**src/rtl/tristate_bus_arbiter.sv**
```systemverilog
// Round-robin owner select for a shared tristate bus; emits one-hot drive enables with dead turnaround cycles.
// Latency: one edge from a sampled request in IDLE to the registered enable.
// Backpressure: none; the owner keeps the bus while its req is high (bounded by MAX_HOLD when ARB_HOLD_LIMIT_EN is defined).
module tristate_bus_arbiter #(
    parameter int N          = 8,
    parameter int TURNAROUND = 1,
    parameter int MAX_HOLD   = 16
) (
    input  logic                 clk,
    input  logic                 rst,
    input  logic [N-1:0]         req,
    output logic [N-1:0]         sel,
    output logic [$clog2(N)-1:0] grant_id,
    output logic                 busy,
    output logic                 forced_rel
);

    localparam int W = $clog2(N);
    localparam logic [N-1:0] ONE = {{(N-1){1'b0}}, 1'b1};

    typedef enum logic [1:0] {
        IDLE,
        GRANT,
        TURN
    } state_t;

    state_t         state;
    logic [W-1:0]   ptr;
    logic [3:0]     turn_cnt;
    logic           win_found;
    logic [W-1:0]   win_idx;

    // Index arithmetic modulo N; N need not be a power of two.
    function automatic logic [W-1:0] wrap(input int s);
        int t;
        t = s;
        if (t >= N) t = t - N;
        return W'(t);
    endfunction

    // First requester at or after the round-robin pointer, wrapping around.
    always_comb begin
        win_found = 1'b0;
        win_idx   = '0;
        for (int i = 0; i < N; i++) begin
            if (!win_found && req[wrap(int'(ptr) + i)]) begin
                win_found = 1'b1;
                win_idx   = wrap(int'(ptr) + i);
            end
        end
    end

`ifdef ARB_HOLD_LIMIT_EN
    logic [7:0] hold_cnt;

    // Arbitration FSM with registered outputs and a per-grant hold limit.
    always_ff @(posedge clk) begin
        if (rst) begin
            state      <= IDLE;
            ptr        <= '0;
            turn_cnt   <= '0;
            hold_cnt   <= '0;
            sel        <= '0;
            grant_id   <= '0;
            busy       <= 1'b0;
            forced_rel <= 1'b0;
        end else begin
            forced_rel <= 1'b0;
            case (state)
                IDLE: begin
                    if (win_found) begin
                        sel      <= ONE << win_idx;
                        grant_id <= win_idx;
                        busy     <= 1'b1;
                        ptr      <= wrap(int'(win_idx) + 1);
                        hold_cnt <= '0;
                        state    <= GRANT;
                    end
                end
                GRANT: begin
                    if (!req[grant_id]) begin
                        sel      <= '0;
                        grant_id <= '0;
                        busy     <= 1'b0;
                        turn_cnt <= 4'(TURNAROUND);
                        state    <= TURN;
                    end else if (hold_cnt == 8'(MAX_HOLD - 1)) begin
                        // Owner overstayed: take the bus away; the pointer already points past it.
                        sel        <= '0;
                        grant_id   <= '0;
                        busy       <= 1'b0;
                        forced_rel <= 1'b1;
                        turn_cnt   <= 4'(TURNAROUND);
                        state      <= TURN;
                    end else begin
                        hold_cnt <= hold_cnt + 8'd1;
                    end
                end
                TURN: begin
                    turn_cnt <= turn_cnt - 4'd1;
                    if (turn_cnt <= 4'd1) state <= IDLE;
                end
                default: state <= IDLE;
            endcase
        end
    end
`else
    assign forced_rel = 1'b0;

    // Arbitration FSM with registered outputs; ownership is unlimited.
    always_ff @(posedge clk) begin
        if (rst) begin
            state    <= IDLE;
            ptr      <= '0;
            turn_cnt <= '0;
            sel      <= '0;
            grant_id <= '0;
            busy     <= 1'b0;
        end else begin
            case (state)
                IDLE: begin
                    if (win_found) begin
                        sel      <= ONE << win_idx;
                        grant_id <= win_idx;
                        busy     <= 1'b1;
                        ptr      <= wrap(int'(win_idx) + 1);
                        state    <= GRANT;
                    end
                end
                GRANT: begin
                    // Other requests are ignored until the owner lets go.
                    if (!req[grant_id]) begin
                        sel      <= '0;
                        grant_id <= '0;
                        busy     <= 1'b0;
                        turn_cnt <= 4'(TURNAROUND);
                        state    <= TURN;
                    end
                end
                TURN: begin
                    // Bus stays undriven for TURNAROUND cycles; no arbitration here.
                    turn_cnt <= turn_cnt - 4'd1;
                    if (turn_cnt <= 4'd1) state <= IDLE;
                end
                default: state <= IDLE;
            endcase
        end
    end
`endif

endmodule

```
**config.mk**
```make
export PLATFORM = sky130hd
export DESIGN_NAME = tristate_bus_arbiter
export DESIGN_NICKNAME = d
export VERILOG_FILES = /design/src/rtl/tristate_bus_arbiter.sv
export SDC_FILE = /design/constraint.sdc
export NUM_CORES = 1
export LEC_CHECK = 0
export ABC_AREA = 1
export BUFFER_PORTS_ARGS = -buffer_cell sky130_fd_sc_hd__buf_2
export CAP_MARGIN = 20
export CORE_MARGIN = 4
export CORE_UTILIZATION = 40
export CTS_CLUSTER_DIAMETER = 60
export DETAILED_ROUTE_END_ITERATION = 8
export PLACE_DENSITY = 0.67
export SYNTH_ARGS = -nofsm -noshare
export SYNTH_HDL_FRONTEND = slang
export SYNTH_SLANG_ARGS = --single-unit
```
**constraint.sdc**
```tcl
create_clock -name clk -period 7.53 [get_ports clk]
set_input_delay 0 -clock clk [delete_from_list [all_inputs] [get_ports clk]]
set_output_delay 0 -clock clk [all_outputs]
set_load 0.03 [all_outputs]
```
# ---- After elaboration in Yosys (flattened, before gate mapping)
# Index checks and enable logic that the tools add are counted.
# W data, S select, Z words.
dict set report classes {
  n_addsub 18
  order_cmp 19
  eq_ne 5
  shift 1
  n_mux 58
  n_reduce_logical 21
}
# operator n
set op_table {}
lappend op_table {{$mux W3} 19}
lappend op_table {{$lt A3 B4 Y1 const B} 9}
lappend op_table {{$ge A4 B4 Y1 const B} 8}
lappend op_table {{$bmux W1 S3} 9}
lappend op_table {{$sub A3 B1 Y3 const B} 9}
lappend op_table {{$mux W1} 19}
lappend op_table {{$add A3 B3 Y4 const B} 4}
lappend op_table {{$mux W8} 2}
lappend op_table {{$pmux W8 S2} 1}
lappend op_table {{$add A3 B1 Y4 const B} 2}
lappend op_table {{$add A3 B2 Y4 const B} 2}
lappend op_table {{$pmux W4 S2} 1}
lappend op_table {{$shl A1 B3 Y8 const A} 1}
lappend op_table {{$logic_and A1 B1 Y1} 7}
lappend op_table {{$logic_not A1 Y1} 7}
lappend op_table {{$mux W2} 3}
lappend op_table {{$ne A2 B2 Y1 const B} 3}
lappend op_table {{$pmux W2 S3} 1}
lappend op_table {{$pmux W3 S2} 1}
lappend op_table {{$reduce_and A3 Y1} 2}
lappend op_table {{$ge A3 B4 Y1 const B} 1}
lappend op_table {{$le A4 B1 Y1 const B} 1}
lappend op_table {{$mux W4} 1}
lappend op_table {{$reduce_and A2 Y1} 2}
lappend op_table {{other kinds (6)} 7}
dict set report totals {
  regBits 21
  inputBits 10
  output_inout_bits 13
  wordCells 128
}

# ---- Longest topological paths before layout
# Gate-level depths: netlist of the first run.
dict set report logic_depth {
  word_depth 29
  depth_mapped 20
  mapped_depth_nobuf 20
}

# ---- Least setup slack after synthesis of the first run
# OpenSTA, ideal clock, no wires.
dict set report synth_timing {
  path_type {register to register}
  startpoint {register ptr[0]}
  endpoint {register ptr[2]}
  t_arrival_ps 2677
  slack_ps 4734
  path_stages_with_launch 18
  path_cell_list {dfxtp_1 -> inv_2 -> buf_6 -> ha_1 -> inv_1 -> nand3_1 -> nand3_2 -> nand2_4 -> nor2_8 -> nand4_4 -> nor2_4 -> nand3_2 -> nor2_2 -> o21bai_2 -> nor2_1 -> ha_1 -> o21ai_0 -> a21oi_1}
}
dict set report synth_via {
  elab_chain_len 29
  elab_cells_between_ends 82
  cone_classes {17 x add/sub; 9 x order compare; 41 x mux; 15 x reduce/logical}
}
# element line
set synth_rtl {}
lappend synth_rtl {{start, declared} 28} ;# logic [W-1:0] ptr;
lappend synth_rtl {{start signal, assigned} 126} ;# ptr <= wrap(int'(win_idx) + 1);
lappend synth_rtl {{parallel branches: the longest is 29 deep, another holds $add A3 B1 Y4} n/a}
# Parallel ways; which one is timed is not known. The select of a mux whose other input is x is not followed.
# A chain may end at the register's enable or synchronous reset.

# ---- Worst setup path after layout of the first run
# Ends and elaborated chain as after synthesis.

==> metrics.csv, run 1 <==
metric;value;unit
status;finished, final reports clean;
clk_path_buf_depth;2;
clock-sinks;21;
synth_compound_area_share;14.7;%
die_h;74.8;um
routed_wirelength;4210;um
drc;0;
clock_skew;0.00289;ns
grt_pass1_wl;7460;um
synth.avg_cell_area;6.26;um2
holdBufCountCts;0;
gp_congestion;0.936;
core-area;0.00432;mm2
finalSetupViolCount;0;
area_growth;9.46;%
ys_warn_count;0;
drtAntennaViolNets;0;
synth_ff_type;dfxtp_1;
cts_tree;built;
hold_class;in2reg;
fill_cells;488;
start_util;41.3;%
netlist_instances;285;
ios;23;
synth_edf_count;0;
period_needed;3.41;ns
crit_path_start_kind;flip-flop;
seqCellArea;420;um2
track_usage;16.7;%
die-area;0.00560;mm2
tns;0;ns
h-tree-depth;1;
rsz0062_at_grt;false;
crit_fanout;14;
finalHoldViolCount;0;
dr.first_iter.drc_count;168;
vias;1812;
slew_viol_final;0;
wl_per_cell;11.9;um
max_slew_margin;65.5;%
drive_gt1_share;15.5;%
fin_crit_sh;45.2;%
multi_input_area;0.00119;mm2
path_clk_slew;0.08;ns
ctsRootBufferMaster;clkbuf_8;
synth-xor-area-share;1.47;%
worstMarginPinSlew;0.516;ns
post-dp-hpwl;3490;um
clk_latency;0.26;ns
seq_area_frac_synth;23.5;%
synth.distinct_cells;33;
drv_cap;0;
cts_made_buffers;3;
required;7.68;ns
synth_mux_area_share;0;%
syn-num-nets;306;
endpoint_kind;flip-flop;
synthArstFlopShare;0;%
critPathKind;reg2reg;
synth_fa_ha_area_share;7.71;%
post-cts-setup-buffers;0;
synth_seq_cells;21;
syn_area;0.00179;mm2
antenna_found_initial;0;
max_freq;294;MHz
synth_top_family_by_area;simple AND/OR/NAND/NOR gates;
grt_pass1_vias;1651;
vias_per_cell;5.10;
dr.pass1.iters;4;
synth_simple_gate_area_share;42.7;%
grt_max_degree;15;
nets;325;
fp-row-count;24;
overflow;0;
dieWidth;74.8;um
diodes;0;
critPathArrivalTime;3.56;ns
io_buffers;21;
cts_resized;0;
## registers in the layout (all words and copies together) (netlist names)
name / count
sel: 8
ptr: 3
busy: 1
turn_cnt: 4
grant_id: 3
state: 2
## metal layers
metal  up-vias  share of wire [%]  wire [um]  global-route usage (%)
met1       797                 50       2090                    24.1
met4         0               0.88         37                    3.95
met3         4                4.2        175                    2.67
li1        970                  -          -                       -
met5         -                  0          0                       0
met2        41                 45       1900                    26.0
## worst max-delay path, cell delays in order (launching register included)
cell	delay, ns
dfxtp_1	0.63
inv_2	0.23
ha_1	0.41
inv_1	0.23
nand3_1	0.17
nand3_2	0.13
nand2_4	0.08
nor2_8	0.15
nand4_4	0.11
nor2_4	0.19
nand3_2	0.12
nor2_2	0.13
o21bai_2	0.16
nor2_1	0.07
ha_1	0.27
o21ai_0	0.17
a21oi_1	0.05
## cell usage after synthesis (4+ instances only)
| library cell | instances | area share, % |
|---|---|---|
| nand2_2 | 4 | 1.4 |
| nor2_1 | 29 | 6.1 |
| a21oi_1 | 20 | 5.6 |
| nand3_1 | 36 | 10 |
| o21ai_0 | 20 | 5.6 |
| ha_1 | 11 | 7.7 |
| nand2_1 | 76 | 16 |
| dfxtp_1 | 21 | 24 |
| inv_2 | 4 | 0.84 |
| inv_1 | 29 | 6.1 |
| nand3_2 | 5 | 2.8 |
## final timing paths
check | start | endpoint | slack, ns | cells after the start
worst max-delay path | ptr[0] | ptr[2] | 4.12 | 16
worst min-delay path | rst | grant_id[2] | 0.06 | 2
worst max register to register | ptr[0] | ptr[2] | 4.12 | 16
worst min register to register | sel[5] | sel[5] | 0.46 | 2
## through the flow
step	instance area [um2]	worst slack [ns]	util, %	hold WS [ns]	std cells
global placement	1910	4.28	44.1	0.320	351
global route	1950	3.75	45.2	0.0721	355
CTS	1950	4.12	45.2	0.0523	355
finish	1950	4.12	45.2	0.0584	355
detailed placement	1910	4.12	44.1	0.326	351
floorplan	1790	4.73	-	0.0691	285
## layout by cell type (no fill, tap or decap), types with 2 or more instances in the layout
master,n
clkbuf_8,3
a21oi_1,20
inv_2,4
nor2_1,29
ha_1,11
xor2_1,2
dfxtp_1,21
nand4_1,3
nand2_2,4
inv_1,29
o211ai_1,2
buf_2,21
nand3_2,5
nor2_2,2
o21ai_0,20
nand3_1,36
nand2_1,76
## layout make-up
class                      instances  area share, %
clock inverter                     1          0.256
sequential                        21           21.5
timing repair buffer              21           5.38
multi-input combinational        224           61.1
clock buffer                       3           2.11
tap                               52           3.33
inverter                          33           6.34
## cells by family (layout without fill, tap and decap cells)
group,after synthesis,in the layout
compound gates,47,47
xor+xnor,3,3
fa+ha+maj,11,11
buf+inv,40,58
flops,21,21
other cells,1,1
simple gates,162,162
Power of run 1 is left out: the tool's default activity adds up to more than one toggle a clock period on the data nets, which glitch-free logic cannot reach.
==> run 2: changes to the inputs <==
Clock period 7.53 ns to 3.16 ns, I/O delays scaled along.
==> run 2 against run 1 <==
  * Via count is 0.33% higher
  * Sequential share of layout area fell by 0.23 points
  * Global-route usage decreased by 0.25 points
  * Non-clock buffer count grew 3
  * Critical endpoint unchanged
  * Die area stayed put
  * Cell count is 0.85% higher
  * Largest cell class unchanged
  * Worst hold slack improved by 0.0094 ns
==> metrics.csv, run 2 (synthesized netlist as in run 1, its figures left out) <==
metric;value;unit;change
mostFrequentLayoutCell;nand2_1;;unchanged
track_usage;16.5;%;was 16.7%
clock-sinks;21;;unchanged
rsz0062_at_grt;false;;unchanged
post-cts-setup-buffers;0;;unchanged
endpoint_kind;flip-flop;;unchanged
clk_latency;0.26;ns;about the same
period_needed;2.80;ns;was 3.41 ns
vias_per_cell;5.08;;was 5.10
r2r_start;ptr[1];;was ptr[0]
dr.first_iter.drc_count;138;;was 168
core-area;0.00432;mm2;unchanged
drtAntennaViolNets;0;;unchanged
start_util;41.3;%;unchanged
min_to;busy;;was grant_id[2]
drc;0;;unchanged
crit_fanout;8;;was 14
hold_path_startpoint;rst;;unchanged
routed_wirelength;4360;um;was 4210 um
clk_path_buf_depth;2;;unchanged
fp-row-count;24;;unchanged
largest_reg_flops;8;;unchanged
dieWidth;74.8;um;unchanged
drive_gt1_share;16.3;%;was 15.5%
ctsRootBufferMaster;clkbuf_8;;unchanged
vias;1818;;was 1812
fill_cells;472;;was 488
wl_per_cell;12.2;um;was 11.9 um
slowest_delay;0.36;ns;was 0.63 ns
grt_max_degree;14;;was 15
diodes;0;;unchanged
critPathArrivalTime;2.95;ns;was 3.56 ns
finalHoldViolCount;0;;unchanged
post-dp-hpwl;3540;um;was 3490 um
nets;328;;was 325
fin_ws;0.357;ns;was 4.12 ns
cts_made_buffers;3;;unchanged
status;finished, final reports clean;;unchanged
grt_pass1_vias;1663;;was 1651
pre_cts_slack;0.277;ns;was 4.12 ns
cts_tree;built;;unchanged
hold_class;in2reg;;unchanged
fin_crit_sh;88.7;%;was 45.2%
crit_path_top_delay_cell;ha_1;;was dfxtp_1
drv_cap;0;;unchanged
critPathKind;reg2reg;;unchanged
whs_path_depth;2;;unchanged
tns;0;ns;unchanged
grt_pass1_wl;7400;um;was 7460 um
gp_congestion;0.866;;was 0.936
crit_path_start_kind;flip-flop;;unchanged
slew_viol_final;0;;unchanged
ios;23;;unchanged
die-area;0.00560;mm2;unchanged
die_h;74.8;um;unchanged
rr_endpoint;ptr[2];;unchanged
rrSetupSlack;0.36;ns;was 4.12 ns
reg_top3;sel x8, turn_cnt x4;;unchanged
r2r_cells;16;;unchanged
clock_skew;0.00288;ns;was 0.00289 ns
holdBufCountCts;0;;unchanged
worstPathCellList;inv_2 > ha_1 > inv_2 > nand3_1 > nand3_2 > nand2_4 > nor2_8 > nand4_4 > nor2_4 > nand3_2 > nor2_2 > o21bai_2 > nor2_1 > ha_1 > o21ai_0 > a21oi_1;;was inv_2 > ha_1 > inv_1 > nand3_1 > nand3_2 > nand2_4 > nor2_8 > nand4_4 > nor2_4 > nand3_2 > nor2_2 > o21bai_2 > nor2_1 > ha_1 > o21ai_0 > a21oi_1
overflow;0;;unchanged
finalSetupViolCount;0;;unchanged
antenna_found_initial;0;;unchanged
area_growth;10.7;%;was 9.46%
required;3.31;ns;was 7.68 ns
final_cell_mix;76 x nand2_1, 36 x nand3_1, 29 x nor2_1;;was 76 x nand2_1, 36 x nand3_1, 29 x inv_1, 29 x nor2_1
dr.pass1.iters;5;;was 4
path_clk_slew;0.08;ns;about the same
largest-register;sel;;unchanged
io_buffers;21;;unchanged
fin_util;45.7;%;was 45.2%
h-tree-depth;1;;unchanged
max_freq;357;MHz;was 294 MHz
==> run 2: final cells by class <==
class	count	area, um2	share of cell area [%]
Multi-Input combinational cell	224	1190	60.4
Sequential cell	21	420	21.3
Timing Repair Buffer	24	128	6.46
Inverter	33	124	6.27
Tap cell	52	65.1	3.29
Clock buffer	4	45.0	2.28
==> run 2: worst max path at each step <==
stage	end	start	slack (ns)
final	ptr[2]	ptr[1]	0.36
after global routing	ptr[2]	ptr[1]	0.02
after CTS	ptr[2]	ptr[1]	0.27
after detailed placement	ptr[2]	ptr[1]	0.28
after global placement	ptr[2]	ptr[1]	0.35
after floorplan	ptr[2]	ptr[0]	0.36
==> run 2: per-layer routing <==
layer	vias to the layer above	GRT usage, %	wire length, um
met4	0	4.94	47
met1	809	23.3	2130
met5	-	0	0
li1	971	-	-
met3	4	1.20	171
met2	34	26.7	2020
==> run 2: what timing repair did <==
action | CTS | global route
endpoints found under the setup margin | 0 | 1
hold endpoints to repair | 0 | 0
gates resized for setup | 0 | 1
==> run 2: worst max-delay path: cells and delay by family (launching register included) <==
kind            cells  cell delay, ns
flops               1            0.35
compound gates      3            0.36
simple gates        9            1.11
buf+inv             2            0.24
fa+ha+maj           2            0.64
==> run 2: metrics by stage <==
stage / instance area, um2 / instances / hold WS, ns
finish: 1980 / 358 / 0.0678
global route: 1980 / 358 / 0.0926
CTS: 1980 / 358 / 0.0682
detailed placement: 1930 / 354 / 0.332
global placement: 1930 / 354 / 0.321
floorplan: 1790 / 285 / 0.0691
Power of run 2 is left out for the same reason.
